--- src/rtl/mem_arbiter.sv ---
// Two-port (fetch/data) arbiter onto one single-ported word memory, data-first with anti-starvation for fetch.
// Latency: grant in the cycle after the request is sampled in IDLE, valid one cycle after grant; one access per 3 cycles.
// Backpressure: none; requests are sampled only in IDLE and the requester holds req until it sees its grant.
module mem_arbiter #(
    parameter int DEPTH      = 64,
    parameter int STARVE_MAX = 3
) (
    input  logic        Clk,
    input  logic        Rst_n,

    input  logic        i_req,
    input  logic [31:0] i_addr,
    output logic        i_gnt,
    output logic        i_valid,
    output logic [31:0] i_rdata,
    output logic        i_err,

    input  logic        d_req,
    input  logic        d_we,
    input  logic [31:0] d_addr,
    input  logic [31:0] d_wdata,
    output logic        d_gnt,
    output logic        d_valid,
    output logic [31:0] d_rdata,
    output logic        d_err,

    output logic        mem_we,
    output logic [31:0] mem_addr,
    output logic [31:0] mem_wd,
    input  logic [31:0] mem_rd
);

    localparam logic [1:0] IDLE  = 2'd0;
    localparam logic [1:0] I_ACC = 2'd1;
    localparam logic [1:0] D_ACC = 2'd2;
    localparam logic [1:0] DONE  = 2'd3;

    localparam logic [31:0] DEPTH_W    = 32'(DEPTH);
    localparam logic [1:0]  STARVE_LIM = 2'(STARVE_MAX);

    logic [1:0]  state;
    logic [1:0]  state_nxt;
    logic [1:0]  starve_cnt;
    logic [1:0]  starve_nxt;

    logic [29:0] lat_idx;
    logic        lat_we;
    logic [31:0] lat_wdata;
    logic        lat_is_d;

    logic        in_acc;
    logic        in_range;

    // Byte offset within a word is don't-care for a word-addressed memory.
    logic        unused_addr_lsbs;
    assign unused_addr_lsbs = ^{i_addr[1:0], d_addr[1:0]};

    assign in_acc   = (state == I_ACC) || (state == D_ACC);
    assign in_range = ({2'b00, lat_idx} < DEPTH_W);

    // Arbitration: data wins ties until fetch has lost STARVE_MAX times in a row.
    always_comb begin
        state_nxt  = state;
        starve_nxt = starve_cnt;
        case (state)
            IDLE: begin
                if (i_req && d_req && (starve_cnt != STARVE_LIM)) begin
                    state_nxt  = D_ACC;
                    starve_nxt = starve_cnt + 2'd1;
                end else if (i_req) begin
                    state_nxt  = I_ACC;
                    starve_nxt = 2'd0;
                end else if (d_req) begin
                    state_nxt  = D_ACC;
                    starve_nxt = 2'd0;
                end else begin
                    state_nxt  = IDLE;
                    starve_nxt = 2'd0;
                end
            end
            I_ACC:   state_nxt = DONE;
            D_ACC:   state_nxt = DONE;
            default: state_nxt = IDLE;
        endcase
    end

    always_ff @(posedge Clk or negedge Rst_n) begin
        if (!Rst_n) begin
            state      <= IDLE;
            starve_cnt <= 2'd0;
        end else begin
            state      <= state_nxt;
            starve_cnt <= starve_nxt;
        end
    end

    // Winner's request is captured on the grant edge so the requester is free to move on.
    always_ff @(posedge Clk or negedge Rst_n) begin
        if (!Rst_n) begin
            lat_idx   <= 30'd0;
            lat_we    <= 1'b0;
            lat_wdata <= 32'd0;
            lat_is_d  <= 1'b0;
        end else if (state == IDLE) begin
            if (state_nxt == I_ACC) begin
                lat_idx   <= i_addr[31:2];
                lat_we    <= 1'b0;
                lat_wdata <= 32'd0;
                lat_is_d  <= 1'b0;
            end else if (state_nxt == D_ACC) begin
                lat_idx   <= d_addr[31:2];
                lat_we    <= d_we;
                lat_wdata <= d_wdata;
                lat_is_d  <= 1'b1;
            end
        end
    end

    // Completion results hold until the same port finishes another access.
    always_ff @(posedge Clk or negedge Rst_n) begin
        if (!Rst_n) begin
            i_rdata <= 32'd0;
            i_err   <= 1'b0;
            d_rdata <= 32'd0;
            d_err   <= 1'b0;
        end else if (state == I_ACC) begin
            i_rdata <= in_range ? mem_rd : 32'd0;
            i_err   <= !in_range;
        end else if (state == D_ACC) begin
            d_rdata <= (in_range && !lat_we) ? mem_rd : 32'd0;
            d_err   <= !in_range;
        end
    end

    assign i_gnt    = (state == I_ACC);
    assign d_gnt    = (state == D_ACC);
    assign i_valid  = (state == DONE) && !lat_is_d;
    assign d_valid  = (state == DONE) &&  lat_is_d;

    assign mem_we   = (state == D_ACC) && lat_we && in_range;
    assign mem_addr = in_acc ? {2'b00, lat_idx} : 32'd0;
    assign mem_wd   = in_acc ? lat_wdata : 32'd0;

endmodule

--- config.mk ---
export PLATFORM = sky130hd
export DESIGN_NAME = mem_arbiter
export DESIGN_NICKNAME = d
export VERILOG_FILES = /design/src/rtl/mem_arbiter.sv
export SDC_FILE = /design/constraint.sdc
export NUM_CORES = 1
export LEC_CHECK = 0
export BUFFER_PORTS_ARGS = -buffer_cell sky130_fd_sc_hd__clkbuf_2
export CELL_PAD_IN_SITES_DETAIL_PLACEMENT = 1
export CELL_PAD_IN_SITES_GLOBAL_PLACEMENT = 1
export CORE_ASPECT_RATIO = 1.1
export CORE_MARGIN = 10
export CORE_UTILIZATION = 36
export CTS_CLUSTER_DIAMETER = 200
export DETAILED_ROUTE_END_ITERATION = 8
export PLACE_DENSITY_LB_ADDON = 0.1
export SYNTH_ARGS = -nofsm -noshare
export SYNTH_HDL_FRONTEND = slang
export SYNTH_SLANG_ARGS = --single-unit
--- constraint.sdc ---
create_clock -name Clk -period 3.3 [get_ports Clk]
set_clock_uncertainty 0.15 [all_clocks]
set_input_delay 0.33 -clock Clk [delete_from_list [all_inputs] [get_ports Clk]]
set_output_delay 0.33 -clock Clk [all_outputs]
set_load 0.05 [all_outputs]
After elaboration in Yosys (flattened, before gate mapping)
Index checks and enable logic that the tools add are counted.
{ "word_totals": {"reg_bits": 134, "inputBits": 133, "output_inout_bits": 135} }
{ "classes": {"addsub": 1, "order_cmp": 1, "n_eq_ne": 6, "mux": 17, "bitwise_logic": 1, "reduce_logical": 16} }
{ "op_table": {"columns": ["op", "n"], "rows": [
  ["32-bit 2-to-1 mux", 5],
  ["30-bit 2-to-1 mux", 3],
  ["30-bit by 7-bit < comparator with 1-bit output, second input constant", 1],
  ["2-bit 2-to-1 mux", 4],
  ["1-bit logical AND", 7],
  ["2-bit equality test, second input constant", 3],
  ["2-bit by 1-bit equality test with 1-bit output, second input constant", 2],
  ["1-bit 2-to-1 mux", 4],
  ["2-bit case mux with 2 select lines", 1],
  ["2-bit AND reduction", 2],
  ["1-bit logical NOT", 3],
  ["2-bit by 1-bit adder with 2-bit output, second input constant", 1],
  ["2-bit logical NOT", 1],
  ["2-bit inequality test, second input constant", 1],
  ["2-bit nonzero test", 1],
  ["2-bit OR reduction", 1],
  ["1-bit logical OR", 1],
  ["1-bit NOT", 1]
]} }

Depth between registers and ports, before layout
Gate-level depths: netlist of run 1.
{ "depth": {"word_depth": 7, "depth_mapped": 13, "depth_no_buf": 8} }

Least setup slack after synthesis of run 1
OpenSTA, ideal clock, no wires.
{ "synth_path": {"path_type": "register to output", "from": "register state[0]", "to": "output port mem_we", "t_arrival_ps": 2674, "path_slack_ps": 146, "path_stages_with_launch": 7, "n_path_buf": 2, "cell_sequence": "dfrtp_1 inv_1 ha_1 clkbuf_1 clkbuf_1 nand2_1 nor3_1"} }
{ "synth_between": {"elab_chain_len": 3} }
{ "synth_lines": {"columns": ["item", "line_no", "text"], "rows": [
  ["start, declared", "41", "logic [1:0] state;"],
  ["start signal, assigned", "92", "state <= state_nxt;"],
  ["2-bit equality test", null, null],
  ["net d_gnt", "22", "output logic d_gnt,"],
  ["1-bit logical AND (2 in series)", "140", "assign mem_we = (state == D_ACC) && lat_we && in_range;"],
  ["end, declared", "27", "output logic mem_we,"]
]} }
The timed path passes the listed nets, and every way through them passes these cells.

Final worst setup path of run 1
{ "layout_path": {"from": "register state[0]", "to": "output port mem_wd[30]"} }
{ "layout_between": {"elab_chain_len": 3, "elab_cells_between_ends": 4, "cone_classes": "eq/ne (2); mux (1); reduce/logical (1)"} }
{ "layout_lines": {"columns": ["item", "line_no", "text"], "rows": [
  ["2-bit by 1-bit equality test with 1-bit output / 2-bit equality test (equally long branches)", "58", "assign in_acc = (state == I_ACC) || (state == D_ACC);"],
  ["1-bit logical OR *", "58", null],
  ["32-bit 2-to-1 mux *", "142", "assign mem_wd = in_acc ? lat_wdata : 32'd0;"],
  ["end, declared", "29", "output logic [31:0] mem_wd,"]
]} }
Mark *: on every way between the ends. The rest lies on a longest branch, timed or not.

==> flow_metrics.env, run 1 <==
export IMPL_wl_met1_um=8904
export IMPL_fillers=2152
export IMPL_grt_use_total=0.1795
export IMPL_area_delta_synth_final_pct=37.87
export IMPL_htree_levels=4
export IMPL_cts_root_buf="clkbuf_16"
export IMPL_cts_sinks=134
export IMPL_grt_max_degree=71
export IMPL_worst_slew_pin_slew_ps=987.2
export IMPL_grt_pass1_vias=6596
export IMPL_r2r_end="lat_wdata[19]"
export IMPL_cp_end_kind="output pin"
export IMPL_first_iter_violations=218
export IMPL_drt_pass1_iterations=5
export IMPL_cp_required_ps=2820
export IMPL_start_util=0.3688
export IMPL_relSlewSlack=0.3419
export IMPL_reg2reg_slack_ps=660
export IMPL_ir_worst_vdd_mv=0.6124
export IMPL_drive_gt1_frac=0.3688
export IMPL_cts_resized=0
export IMPL_r2r_start="state[0]"
export IMPL_antenna_found_initial=2
export IMPL_crit_slowest_cell="buf_4"
export IMPL_synth_seq_area_share=0.4903
export IMPL_finalWorstSetupSlack_ps=588.2
export IMPL_clock_latency_ps=420
export IMPL_power_leakage_uw=0.004565
export IMPL_dpl_hpwl_um=16000
export IMPL_whs_endpoint="lat_wdata[18]"
export IMPL_tns_ps=0
export IMPL_final_hold_viol_count=0
export IMPL_setup_violations=0
export IMPL_die_h_um=164.6
export IMPL_grt_overflow=0
export IMPL_num_nets_final=1095
export IMPL_finalCritPeriodShare=0.8218
export IMPL_core_um2=18540
export IMPL_avgSynthCellArea_um2=10.04
export IMPL_cp_startpoint="state[0]"
export IMPL_cts_tree="yes"
export IMPL_arrival_ps=2230
export IMPL_cp_max_fo=62
export IMPL_fin_total_pwr_uw=9977
export IMPL_rr_worst_depth=9
export IMPL_finalWirelength_um=22400
export IMPL_fin_area_um2=9429
export IMPL_fmax_ghz=0.3688
export IMPL_layout_min_cycle_time_ps=2712
export IMPL_cp_start_kind="flip-flop"
export IMPL_crit_type="reg -> out"
export IMPL_ys_warn_count=0
export IMPL_ant_nets=0
export IMPL_holdCritStartpoint="d_wdata[18]"
export IMPL_ys_ff_latch=134
export IMPL_synth_area_um2=6839
export IMPL_rows=52
export IMPL_cts_buffers=17
export IMPL_path_clk_slew_ps=60
export IMPL_die_w_um=151.4
export IMPL_vias_per_cell=4.888
export IMPL_wire_per_inst_um=18.46
export IMPL_holdCritPathClass="in -> reg"
export IMPL_num_io_pins=268
export IMPL_final_util=0.5085
export IMPL_clk_path_buf_depth=2
export IMPL_cpPeakStageDelay_ps=460
export IMPL_top_layer_used="met4"
export IMPL_status="completed"
export IMPL_crit_path_cell_trace="inv_1 > ha_1 > buf_4 > and2_1 > clkbuf_2"
export IMPL_die_area_um2=24920
export IMPL_cap_viol_max_count=0
export IMPL_ys_types=31
export IMPL_routed_wl_met2_um=11240
export IMPL_io_buffers=261
export IMPL_drc=0
export IMPL_vias=5929
export IMPL_place_area_um2=8328
export IMPL_whs_path_depth=3
export IMPL_rsz0062_at_grt="false"
export IMPL_place_ws_ps=676.1
export IMPL_cts_setup_buffers=0
export IMPL_grt_pass1_wl_um=35540
export IMPL_drv_slew=0
export IMPL_gp_congestion=0.8020
export IMPL_p_per_area_nw_per_um2=1058
export IMPL_postSynthCellCount=681
export IMPL_wl_met3_um=1887
==> worst max-delay path by stage <==
| stage | cells after the start | to | slack (ps) |
|---|---|---|---|
| after global placement | 9 | lat_we | 760 |
| after global routing | 5 | mem_addr[22] | 430 |
| after floorplan | 6 | mem_we | 150 |
| final | 5 | mem_wd[30] | 590 |
| after detailed placement | 9 | lat_wdata[6] | 680 |
| after CTS | 5 | mem_addr[22] | 550 |
==> logic make-up (layout without fill, tap and decap cells) <==
kind of cell,after synthesis,count (layout),share of synthesized area
simple gates,278,278,0.2060
other cells,1,4,0.0005483
fa+ha+maj,7,7,0.01281
flops,134,134,0.4903
buf+inv,97,383,0.06239
compound gates,133,133,0.1824
mux,31,31,0.04555
==> placed cells by master (no fill, tap or decap), types with 2 or more instances in the layout <==
cell	n
o22a_1	2
nand2_1	131
clkbuf_8	3
clkinvlp_4	3
and2_1	63
o32ai_2	27
bufinv_16	5
conb_1	2
o32ai_1	5
clkbuf_16	17
buf_12	4
inv_1	35
nor4_2	2
o21ai_1	53
a31oi_1	2
mux2i_1	30
nand3_1	3
diode_2	2
dfrtp_1	133
ha_2	3
nor4_1	4
clkbuf_2	260
ha_1	4
o41ai_2	17
o21ai_0	11
nand2b_1	66
dlygate4sd3_1	43
o41ai_1	15
nor2_1	3
buf_4	8
==> cells in the mapped netlist <==
master | n | area, um^2
dfrtp_1 | 134 | 3353
nand2_1 | 132 | 495.5
nand2b_1 | 67 | 419.2
and2_1 | 63 | 394.1
o21ai_1 | 53 | 265.3
clkbuf_1 | 37 | 138.9
inv_1 | 35 | 131.4
mux2i_1 | 30 | 300.3
o32ai_2 | 27 | 439.2
o41ai_2 | 17 | 276.5
o41ai_1 | 15 | 131.4
buf_2 | 11 | 55.05
o21ai_0 | 11 | 55.05
ha_1 | 7 | 87.58
buf_1 | 5 | 18.77
buf_4 | 5 | 37.54
o32ai_1 | 5 | 43.79
buf_6 | 4 | 45.04
nor4_1 | 4 | 25.02
nand3_1 | 3 | 15.01
nor2_1 | 3 | 11.26
a31oi_1 | 2 | 12.51
nor4_2 | 2 | 25.02
o22a_1 | 2 | 17.52
conb_1 | 1 | 3.750
mux2_2 | 1 | 11.26
nand4_1 | 1 | 6.260
nor2b_1 | 1 | 6.260
nor3_1 | 1 | 5.000
o22ai_1 | 1 | 6.260
or2_1 | 1 | 6.260
==> registers in the layout, summed over array words and instances (netlist names) <==
register    cells
lat_wdata      32
i_err           1
i_rdata        32
lat_idx        30
lat_is_d        1
starve_cnt      2
lat_we          1
d_rdata        32
d_err           1
state           2
==> per-stage QoR <==
stage,hold WS (ps),std cells
final,5.501,1213
after global routing,2.473,1213
after CTS,0.1020,1211
after detailed placement,220.6,1136
after global placement,211.9,1136
after floorplan,-115.6,682
==> layer usage <==
metal,GRT usage,up-vias
met2,0.3010,184
met3,0.06871,20
met4,0.05560,0
li1,-,2846
met5,0,-
met1,0.2071,2879
==> power by group <==
| part | internal, uW | leakage [uW] | switching, uW | total (uW) |
|---|---|---|---|---|
| Combinational | 1680 | 0.00248 | 3880 | 5560 |
| Clock | 1400 | 0.000316 | 727 | 2130 |
| Sequential | 2050 | 0.00177 | 229 | 2280 |
==> worst max-delay path: cells and delay by family, from the launching register on <==
family        cells  cell delay, ps
fa+ha+maj         1             330
buf+inv           3             830
flops             1             400
simple gates      1             240
==> final cells by class <==
class	instances	area, um^2	share of cell area
multi-input combinational	451	3085	0.3272
sequential	134	3354	0.3558
timing repair buffer	316	1883	0.1997
tap	243	304.0	0.03225
clock buffer	21	470.5	0.04989
antenna	2	5.005	0.0005308
clock inverter	11	195.2	0.02070
inverter	35	131.4	0.01393
==> timing repair <==
item                       in CTS  in global routing
hold buffers                   43                  0
setup endpoints to repair       0                  0
hold endpoints to repair      107                  0
(Power assumes the default switching activity.)
==> run 2, diff against run 1 <==
Settings changed: CORE_UTILIZATION 36 to 33.
Clock period 3.3 ns to 2.2 ns, I/O delays scaled along.
==> run 2 against run 1 <==
The flow now finishes with violations (negative setup slack). Combinational power rose to 2.7 times the previous value. Sequential share of layout area decreased by 8.7 points. Die area grew 7.9%. Critical path depth unchanged. Flip-flop and latch count unchanged.
==> flow_metrics.env, run 2 (same netlist as run 1, synthesis figures left out) <==
export IMPL_first_iter_violations=190
export IMPL_setup_violations=3
export IMPL_place_area_um2=9533
export IMPL_reg_top3="d_rdata: 32 flops, i_rdata: 32 flops, lat_wdata: 32 flops"
export IMPL_cts_root_buf="clkbuf_16"
export IMPL_layout_min_cycle_time_ps=2296
export IMPL_place_ws_ps=-15.95
export IMPL_failed_checks="negative setup slack"
export IMPL_crit_type="reg -> out"
export IMPL_dpl_hpwl_um=17800
export IMPL_num_io_pins=268
export IMPL_finalWirelength_um=29990
export IMPL_cp_required_ps=1830
export IMPL_wire_per_inst_um=21.99
export IMPL_cts_tree="yes"
export IMPL_hold_slack_ps=141.7
export IMPL_power_leakage_uw=0.005726
export IMPL_grt_use_total=0.2041
export IMPL_num_nets_final=1229
export IMPL_grt_pass1_wl_um=43420
export IMPL_crit_slowest_cell="dfrtp_1"
export IMPL_cts_sinks=134
export IMPL_grt_max_degree=49
export IMPL_multi_input_area_um2=3740
export IMPL_vias_per_cell=4.988
export IMPL_cts_buffers=17
export IMPL_clock_latency_ps=430
export IMPL_rows=55
export IMPL_drive_gt1_frac=0.4719
export IMPL_ant_nets=0
export IMPL_clk_path_buf_depth=2
export IMPL_die_w_um=157.3
export IMPL_finalWorstSetupSlack_ps=-95.59
export IMPL_finalCritPeriodShare=1.043
export IMPL_fin_total_pwr_uw=21590
export IMPL_area_delta_synth_final_pct=82.64
export IMPL_final_hold_viol_count=0
export IMPL_drt_pass1_iterations=4
export IMPL_grt_overflow=0
export IMPL_cpPeakStageDelay_ps=420
export IMPL_status="finished with violations"
export IMPL_arrival_ps=1930
export IMPL_ir_worst_vdd_mv=1.084
export IMPL_crit_path_cell_trace="nor4_2 > nand4_1 > buf_6 > nor3_4 > buf_12"
export IMPL_fmax_ghz=0.4356
export IMPL_drc=0
export IMPL_final_cell_mix="clkbuf_2 (197), dfrtp_1 (134), dlygate4sd3_1 (128)"
export IMPL_grt_pass1_vias=7667
export IMPL_drv_slew=0
export IMPL_die_h_um=171.0
export IMPL_cap_viol_max_count=0
export IMPL_core_um2=20510
export IMPL_tns_ps=-113.9
export IMPL_cp_max_fo=3
export IMPL_fin_area_um2=12490
export IMPL_reg2reg_slack_ps=-20
export IMPL_final_common_cell="clkbuf_2"
export IMPL_gp_congestion=0.7519
export IMPL_path_clk_slew_ps=70
export IMPL_antenna_found_initial=5
export IMPL_final_seq_area_um2=3353
export IMPL_io_buffers=261
export IMPL_die_area_um2=26890
export IMPL_htree_levels=4
export IMPL_vias=6804
export IMPL_cp_start_kind="flip-flop"
export IMPL_cp_end_kind="output pin"
export IMPL_p_per_area_nw_per_um2=1728
export IMPL_start_util=0.3335
export IMPL_rsz0062_at_grt="true"
export IMPL_fillers=2125
export IMPL_holdCritPathClass="in -> async"
[run 2: report_power, final]
group          internal (uW)  leakage (uW)  switching (uW)
clock network           1680      0.000271            1190
logic                   6990       0.00368            8070
registers               3080       0.00177             575
total                  11800       0.00573            9830
[run 2: timing repair]
item                       in CTS  in global routing
setup buffers                   3                 11
setup endpoints to repair      73                102
pin swaps                       4                 35
hold buffers                  128                  0
hold endpoints to repair      180                  0
resized for setup              17                158
gates cloned                    2                 13
[run 2: layout make-up]
| type | count | area share |
|---|---|---|
| tap | 256 | 0.02564 |
| clock buffer | 19 | 0.03466 |
| antenna | 6 | 0.001202 |
| clock inverter | 13 | 0.01182 |
| timing repair buffer | 449 | 0.3483 |
| multi-input combinational | 452 | 0.2994 |
| inverter | 35 | 0.01052 |
| sequential | 134 | 0.2685 |
[run 2: path summary, 6_finish.rpt]
kind                             startpoint             to  cells past startpoint
max in group asynchronous             Rst_n       lat_is_d                      3
min in group Clk                d_rdata[11]    d_rdata[11]                      2
worst min-delay path                  Rst_n     d_rdata[8]                      2
worst min register to register  d_rdata[11]    d_rdata[11]                      2
worst max register to register     state[1]  lat_wdata[14]                      9
worst max-delay path            lat_idx[22]         mem_we                      5
[run 2: per-layer routing]
metal	up-vias	track usage	part of all wire
li1	3124	-	-
met1	3402	0.2193	0.37
met2	221	0.3547	0.53
met3	57	0.07055	0.071
met4	0	0.09032	0.035
met5	-	0	0
[run 2: critical path, delay by kind of cell, from the launching register on]
family	cells	cell delay [ps]
and+or+nand+nor	3	720
buffers and inverters	2	350
DFF	1	420
[run 2: per-stage QoR]
step | std cells | utilization
after floorplan | 682 | -
after global placement | 1170 | 0.4649
final | 1364 | 0.6091
after detailed placement | 1170 | 0.4649
after CTS | 1335 | 0.5642
after global routing | 1362 | 0.6088
